===== config.mk =====
export PLATFORM = sky130hd
export DESIGN_NAME = serial_frame_rx
export DESIGN_NICKNAME = d
export VERILOG_FILES = /design/src/rtl/comms_pkg.sv /design/src/rtl/edge_sync.sv /design/src/rtl/serial_frame_rx.sv
export SDC_FILE = /design/constraint.sdc
export NUM_CORES = 1
export LEC_CHECK = 0
export ABC_AREA = 1
export CAP_MARGIN = 10
export CORE_MARGIN = 2
export CORE_UTILIZATION = 57
export DETAILED_ROUTE_END_ITERATION = 10
export PLACE_DENSITY_LB_ADDON = 0.2
export SLEW_MARGIN = 20
export SYNTH_ARGS = -nofsm -noshare
export SYNTH_HDL_FRONTEND = slang
export SYNTH_SLANG_ARGS = --single-unit
export TNS_END_PERCENT = 20

===== constraint.sdc =====
create_clock -name clk -period 34.2 [get_ports clk]
set_clock_uncertainty 0.2 [all_clocks]
set_input_delay 3.42 -clock clk [delete_from_list [all_inputs] [get_ports clk]]
set_output_delay 3.42 -clock clk [all_outputs]
set_load 0.02 [all_outputs]

===== src/rtl/comms_pkg.sv =====
`default_nettype none
// ============================================================================
// Module   : comms_pkg
// Purpose  : Shared types and sizing helpers for the serial frame link.
// Revision : 1.0
// ============================================================================
package comms_pkg;

  localparam int FRAME_BITS_DEFAULT = 256;

  typedef enum logic [0:0] {
    ST_IDLE = 1'b0,
    ST_RECV = 1'b1
  } link_state_e;

  // Counter width needed to index n items (at least one bit).
  function automatic int cnt_width(input int n);
    return (n > 1) ? $clog2(n) : 1;
  endfunction

endpackage
`default_nettype wire


===== src/rtl/edge_sync.sv =====
`default_nettype none
// ============================================================================
// Module   : edge_sync
// Purpose  : Multi-flop synchronizer with rising-edge detect on the synced level.
// Revision : 1.0
// ============================================================================
module edge_sync #(
  parameter int SYNC_STAGES = 2
) (
  input  logic clk,
  input  logic rst,
  input  logic d_i,
  output logic level_o,
  output logic rise_o
);

  logic [SYNC_STAGES-1:0] sync_q;
  logic                   prev_q;

  always_ff @(posedge clk or posedge rst) begin
    if (rst) begin
      sync_q <= '0;
      prev_q <= 1'b0;
    end else begin
      sync_q <= {sync_q[SYNC_STAGES-2:0], d_i};
      prev_q <= sync_q[SYNC_STAGES-1];
    end
  end

  assign level_o = sync_q[SYNC_STAGES-1];
  assign rise_o  = sync_q[SYNC_STAGES-1] & ~prev_q;

endmodule
`default_nettype wire


===== src/rtl/serial_frame_rx.sv =====
`default_nettype none
// ============================================================================
// Module   : serial_frame_rx
// Purpose  : Oversampling receiver assembling LSB-first serial frames into a
//            valid/ack holding register, with timeout and overrun reporting.
// Revision : 1.0
// ============================================================================
module serial_frame_rx
  import comms_pkg::*;
#(
  parameter int FRAME_BITS  = FRAME_BITS_DEFAULT,
  parameter int TIMEOUT_CYC = 64,
  parameter int SYNC_STAGES = 2
) (
  input  logic                          clk,
  input  logic                          rst,
  input  logic                          clkIn,
  input  logic                          dataIn,
  output logic [FRAME_BITS-1:0]         rxData,
  output logic                          rxValid,
  input  logic                          rxAck,
  output logic                          busy,
  output logic [$clog2(FRAME_BITS)-1:0] bitCount,
  output logic                          frameError,
  output logic                          overrun
);

  localparam int                  c_cnt_w    = cnt_width(FRAME_BITS);
  localparam int                  c_idle_w   = cnt_width(TIMEOUT_CYC);
  localparam logic [c_cnt_w-1:0]  c_last_bit = c_cnt_w'(FRAME_BITS - 1);
  localparam logic [c_idle_w-1:0] c_idle_max = c_idle_w'(TIMEOUT_CYC - 1);

  logic w_sclk_rise;
  logic w_sclk_level_unused;
  logic w_sdata;
  logic w_sdata_rise_unused;
  logic w_complete;

  link_state_e             state_q,     state_d;
  logic [c_cnt_w-1:0]      bit_cnt_q,   bit_cnt_d;
  logic [c_idle_w-1:0]     idle_cnt_q,  idle_cnt_d;
  logic [FRAME_BITS-1:0]   shift_q,     shift_d;
  logic [FRAME_BITS-1:0]   rx_data_q,   rx_data_d;
  logic                    rx_valid_q,  rx_valid_d;
  logic                    frame_err_q, frame_err_d;
  logic                    overrun_q,   overrun_d;

  // Equal synchronizer depth keeps data aligned with the serial clock edge.
  edge_sync #(.SYNC_STAGES(SYNC_STAGES)) u_sync_clk (
    .clk     (clk),
    .rst     (rst),
    .d_i     (clkIn),
    .level_o (w_sclk_level_unused),
    .rise_o  (w_sclk_rise)
  );

  edge_sync #(.SYNC_STAGES(SYNC_STAGES)) u_sync_data (
    .clk     (clk),
    .rst     (rst),
    .d_i     (dataIn),
    .level_o (w_sdata),
    .rise_o  (w_sdata_rise_unused)
  );

  always_ff @(posedge clk or posedge rst) begin
    if (rst) begin
      state_q     <= ST_IDLE;
      bit_cnt_q   <= '0;
      idle_cnt_q  <= '0;
      shift_q     <= '0;
      rx_data_q   <= '0;
      rx_valid_q  <= 1'b0;
      frame_err_q <= 1'b0;
      overrun_q   <= 1'b0;
    end else begin
      state_q     <= state_d;
      bit_cnt_q   <= bit_cnt_d;
      idle_cnt_q  <= idle_cnt_d;
      shift_q     <= shift_d;
      rx_data_q   <= rx_data_d;
      rx_valid_q  <= rx_valid_d;
      frame_err_q <= frame_err_d;
      overrun_q   <= overrun_d;
    end
  end

  always_comb begin
    state_d     = state_q;
    bit_cnt_d   = bit_cnt_q;
    idle_cnt_d  = idle_cnt_q;
    shift_d     = shift_q;
    rx_data_d   = rx_data_q;
    rx_valid_d  = rx_valid_q;
    frame_err_d = 1'b0;
    overrun_d   = overrun_q;
    w_complete  = 1'b0;

    if (w_sclk_rise) begin
      shift_d[bit_cnt_q] = w_sdata;
      bit_cnt_d          = bit_cnt_q + c_cnt_w'(1);
      idle_cnt_d         = '0;
      state_d            = ST_RECV;
      if (bit_cnt_q == c_last_bit) begin
        w_complete = 1'b1;
        bit_cnt_d  = '0;
        state_d    = ST_IDLE;
      end
    end else if (state_q == ST_RECV) begin
      if (idle_cnt_q == c_idle_max) begin
        frame_err_d = 1'b1;
        bit_cnt_d   = '0;
        idle_cnt_d  = '0;
        shift_d     = '0;
        state_d     = ST_IDLE;
      end else begin
        idle_cnt_d = idle_cnt_q + c_idle_w'(1);
      end
    end

    // A same-cycle ack frees the holding register for the new frame.
    if (w_complete) begin
      if (!rx_valid_q || rxAck) begin
        rx_data_d  = shift_d;
        rx_valid_d = 1'b1;
      end else begin
        overrun_d = 1'b1;
      end
    end else if (rxAck && rx_valid_q) begin
      rx_valid_d = 1'b0;
    end
  end

  assign rxData     = rx_data_q;
  assign rxValid    = rx_valid_q;
  assign busy       = (state_q == ST_RECV);
  assign bitCount   = bit_cnt_q;
  assign frameError = frame_err_q;
  assign overrun    = overrun_q;

endmodule
`default_nettype wire


## Word-level counts from Yosys, hierarchy flattened

Index checks and enable logic that the tools add are counted.

| cells by class | value |
|---|---|
| add/sub/neg operators | 2 |
| $lt $le $gt $ge | 2 |
| eq/ne operators | 3 |
| multiplexer cells | 25 |
| bitwise logic cells | 3 |
| reductions and logical operators | 11 |

Operators with widths:

| operator | count |
|---|---|
| 2-to-1 mux 256 bit | 3 |
| bitwise mux 256 bit | 1 |
| 2-to-1 mux 8 bit | 4 |
| 2-to-1 mux 6 bit | 3 |
| 2-to-1 mux 1 bit | 13 |
| less-than comparator 8 x 9 -> 1 bit, second input constant | 1 |
| adder 8 x 1 -> 8 bit, second input constant | 1 |
| demux 1 bit (select 8 bit) | 1 |
| == test 8 bit, second input constant | 1 |
| greater-or-equal comparator 8 x 1 -> 1 bit, second input constant | 1 |
| AND reduction 2 bit | 4 |
| adder 6 x 1 -> 6 bit, second input constant | 1 |
| == test 6 bit, second input constant | 1 |
| nonzero test 2 bit | 3 |
| logical AND 1 bit | 2 |
| != test 2 x 1 -> 1 bit, second input constant | 1 |
| inverter 1 bit | 2 |
| AND 1 bit | 1 |
| logical NOT 1 bit | 1 |
| logical OR 1 bit | 1 |

| word-level totals | value |
|---|---|
| register bits after elaboration | 535 |
| bits of input ports | 5 |

## Depth between registers and ports, before layout

| logic depth | value |
|---|---|
| word-level depth | 6 |
| depth in mapped cells | 11 |

## Hierarchy

From an unflattened synthesis, not the netlist that was laid out.

| second synthesis, totals | value |
|---|---|
| cells, all modules | 3,482 |
| area, all modules | 25,943.6 um^2 |

Modules (own cells, without submodules):

| module | instances | cells each | area each (um^2) |
|---|---|---|---|
| serial_frame_rx | 1 | 3,470 | 25,766.0 |
| edge_sync | 2 | 6 | 88.8 |

## Least setup slack after synthesis

OpenSTA, ideal clock, no wires.

| path | value |
|---|---|
| kind | input to register |
| start | in rxAck |
| end | reg rx_data_q[106], in the netlist rxData[106] |
| library setup time | 0.066 ns |
| arrival | 4.313 ns |
| data required time | 33.934 ns |
| setup slack | 29.621 ns |
| stages | 7 |
| buffers on the path | 2 |
| cell sequence | nor2_1 -> inv_1 -> nand2_2 -> clkbuf_1 -> clkbuf_1 -> nand2_1 -> nand2_1 |

| on the way | value |
|---|---|
| longest elaborated chain between the ends | 2 |

Ends and longest elaborated chain:

| element | RTL line | RTL |
|---|---|---|
| start: declaration | serial_frame_rx.sv:21 | `input logic rxAck,` |
| logical OR 1 bit | serial_frame_rx.sv:122 | `if (!rx_valid_q \|\| rxAck) begin` |
| AND reduction 2 bit (no line) | -- |  |
| end signal: assignment | serial_frame_rx.sv:80 | `rx_data_q <= rx_data_d;` |
| end: declaration | serial_frame_rx.sv:43 | `logic [FRAME_BITS-1:0] rx_data_q, rx_data_d;` |

No other way between the ends.
A chain may end at the register's enable or synchronous reset.

## Final worst setup path

| path | value |
|---|---|
| start | in rxAck |
| end | reg rx_data_q[81], in the netlist rxData[81] |

Same word-level chain as after synthesis.

==> run summary <==
Result of the run: completed
RSZ-0062 raised after global routing: false
Die area: 46800 um^2
Combinational power share: 10.3%
Max_slew headroom: 25.0%
CTS tree: yes
Part of the total power dissipated in sequential elements: 46.7%
Total setup buffers inserted after CTS: 0
Relative contribution of the clock network to total power: 43.0%
Leak Pwr: 16.1 nW
Horizontal die dimension: 216 um
Sinks on Clock Net: 534
Congestion Overflow GR: 0
Area used by multi-input combinational logic: 10300 um^2
Antenna-violating nets left: 0
Kind of cell adding the most delay to the critical path: buffers and inverters
Largest net degree at the start of global routing: 258
First-pass GRT wire length: 120000 um
Hold-fix buffers, CTS: 0
Net count after synthesis: 3490
DPL Wire Length: 43100 um
Async set-reset flop share out of synthesis: 100%
Final total negative setup slack: 0 ns
Worst Tran Pin Value: 1.13 ns
Layout-stage area growth over the synthesis result: 18.0%
Total placed instance area: 28400 um^2
Max-cap violations: 0
Main flop type after synthesis: dfrtp_1
Starting DRC count in detailed routing: 2795
Most frequent CP cell: nand2_1
Cells after synthesis: 3480
Worst IR Drop VDD: 34.7 uV
Share of the clock period used by the worst path: 18.5%
Post-layout min period: 6.32 ns
Critical Path, Cell by Cell: clkdlybuf4s50_1 -> nor2_1 -> inv_1 -> nand2_8 -> inv_8 -> buf_4 -> nand2_1 -> nand2_1
Rows: 77
Gates resized, CTS repair: 0
Post-synthesis sequential area ratio: 52.0%
Final setup violation count: 0
Total iterations of the first detailed-routing run: 8
Crit start category: input port
Final instance area: 30300 um^2
Crit-path slowest cell: inv_8
Sum of routed wire length over all layers: 74800 um
Total CTS buffers: 54
Ports: 273
Detailed-route DRC error count: 0
Fillers: 3630
Clock Path Buffers: 3
HP Class: reg2reg
H-tree levels: 2
Mean instance size in the synthesized netlist: 7.38 um^2
Type of destination of the critical path: flip-flop
Net Sw Power: 0.000383 W
Critical path buffers and inverters: 4
Buffer cell driving the clock tree root: clkbuf_16
Pins over their slew limit: 0
Number of nets in the finished design: 3586
Vias/cell: 5.66
Number of flops mapped to enable cells by yosys: 0
Delay of the slowest cell on the worst path: 0.96 ns
Vias in the first global route: 22.8k
Internal power component: 0.00103 W
Hold violation count in the final report: 0
Number of buffers inserted by port buffering: 272
Die boundary height: 216 um
Cell variety after synth: 22
Areal power density over the cells: 46.6 nW/um^2
Routed wire per std cell: 17.7 um
FMAX: 158 MHz
FF+latch count, synth: 534
Clock transition at the registers of the reported paths: 0.06 ns
Area of all sequential standard cells: 13400 um^2
Syn. warnings: 0
Data arrival time of the critical path: 6.66 ns
Worst Hold Margin: 0.149 ns
Total vias in the final route: 23.9k
Final weighted congestion of routability-driven global placement: 0.835
Setup slack of the critical path after layout: 27.88 ns
Starting utilization of the core area: 58.0%
Worst setup slack after placement: 27.21 ns
Largest fanout on the critical path: 179
Worst-skew pair later-pin latency: 0.61 ns
Placeable core region: 44300 um^2
Number of antenna violations at the first check in global routing: 0
Global routing usage summed across all routing layers: 31.9%
Share of post-route cells with drive strength above 1: 3.98%
Synthesized area: 25700 um^2
Startpoint-to-endpoint class of the critical path: in2reg
Sw Ratio: 27.1%
Data required time of the critical path: 34.53 ns
-- kinds of logic (layout without fill, tap and decap cells) --
| group | count (synthesis) | count (layout) | synth area share (%) |
|---|---|---|---|
| buf+inv | 551 | 690 | 8.52 |
| simple gates | 2351 | 2351 | 38.3 |
| other cells | 0 | 1 | 0 |
| compound gates | 35 | 35 | 0.833 |
| xor+xnor | 4 | 4 | 0.136 |
| flops | 534 | 534 | 52.0 |
| fa+ha+maj | 5 | 5 | 0.243 |
-- cell usage after synthesis (all sizes together) (5+ instances only) --
master	number	area share (%)
clkbuf	150	2.2
nand3	788	15
dfrtp	534	52
o21ai	13	0.25
inv	283	4.1
o21bai	13	0.38
nor2	28	0.43
nand2	1528	22
ha	5	0.24
o22ai	5	0.12
buf	117	2.2
-- routing by layer --
metal / vias up / share of wire, % / GRT usage, %
li1: 11100 / - / -
met1: 11600 / 42 / 45.6
met2: 1072 / 46 / 49.0
met3: 158 / 8.8 / 5.35
met4: 0 / 3.4 / 12.9
met5: - / 0 / 0
-- worst register-to-register path, cell delays in order, from the launching register on --
cell and delay [ns]:
dfrtp_1 0.50, ha_1 0.36, nand3_1 0.23, clkinv_1 0.66
nand2_1 0.26, nor2_2 0.29, nand2_8 0.51, inv_8 0.99
buf_4 0.77, nand2_1 0.21, nand2_1 0.12
-- area by class of cell --
type | count | share of cell area, %
clock buffers | 83 | 5.22
clock inverters | 16 | 0.705
inverters | 284 | 3.61
multi-input cells | 2395 | 33.8
repair buffers | 307 | 10.1
well taps | 592 | 2.44
diodes | 1 | 0.00825
flip-flops and latches | 534 | 44.1
-- power groups by stage --
stage | sequential (W) | combinational [W] | clock [W]
2_1_floorplan | 0.000667 | 0.0000948 | 0
3_3_place_gp | 0.000668 | 0.000138 | 0
3_5_place_dp | 0.000669 | 0.000142 | 0
4_1_cts | 0.000658 | 0.000142 | 0.000613
5_1_grt | 0.000660 | 0.000158 | 0.000641
6_report | 0.000659 | 0.000146 | 0.000607
-- worst paths after layout --
kind / startpoint / end / slack (ns) / cells after the start
max in group asynchronous: rst / shift_q[94] / 28.30 / 4
min in group asynchronous: rst / shift_q[121] / 3.15 / 2
hold reg to reg: u_sync_data.sync_q[0] / u_sync_data.sync_q[1] / 0.15 / 0
setup reg to reg: bitCount[0] / rxData[81] / 29.03 / 10
setup / recovery: rxAck / rxData[81] / 27.88 / 8
hold / removal: u_sync_data.sync_q[0] / u_sync_data.sync_q[1] / 0.15 / 0
-- flip-flops by register name, indices dropped and copies added (netlist names) --
| name | count |
|---|---|
| u_sync_clk.sync_q | 2 |
| rxData | 256 |
| shift_q | 255 |
| rxValid | 1 |
| busy | 1 |
| u_sync_data.sync_q | 2 |
| bitCount | 8 |
| overrun | 1 |
| idle_cnt_q | 6 |
| frameError | 1 |
| u_sync_clk.prev_q | 1 |
-- through the flow --
| step | instances | power [W] | util [%] |
|---|---|---|---|
| floorplan | 3480 | 0.000762 | - |
| global placement | 4109 | 0.000806 | 64.1 |
| detailed placement | 4109 | 0.000811 | 64.1 |
| CTS | 4208 | 0.00141 | 68.2 |
| global route | 4211 | 0.00146 | 68.4 |
| finish | 4212 | 0.00141 | 68.4 |
-- layout by cell type, fill, tap and decap left out --
cell type           n
nand2_1          1527
nand3_1           788
dfrtp_1           534
inv_1             275
clkdlybuf4s50_1   272
clkbuf_16          57
buf_4              30
clkbuf_1           20
o21ai_0            13
o21bai_1           13
nor2_4             11
nor2_2             10
clkinv_2            8
nor2_1              7
clkbuf_8            6
o22ai_1             5
ha_1                5
bufinv_16           5
inv_2               4
inv_8               4
a21oi_1             4
nor3_1              4
nand4_1             3
xor2_1              3
buf_16              3
clkinvlp_4          2
buf_12              2
diode_2             1
clkinv_1            1
nand2_8             1
xnor2_1             1
clkinv_4            1
Note: power is estimated with default switching activity, not from simulation.
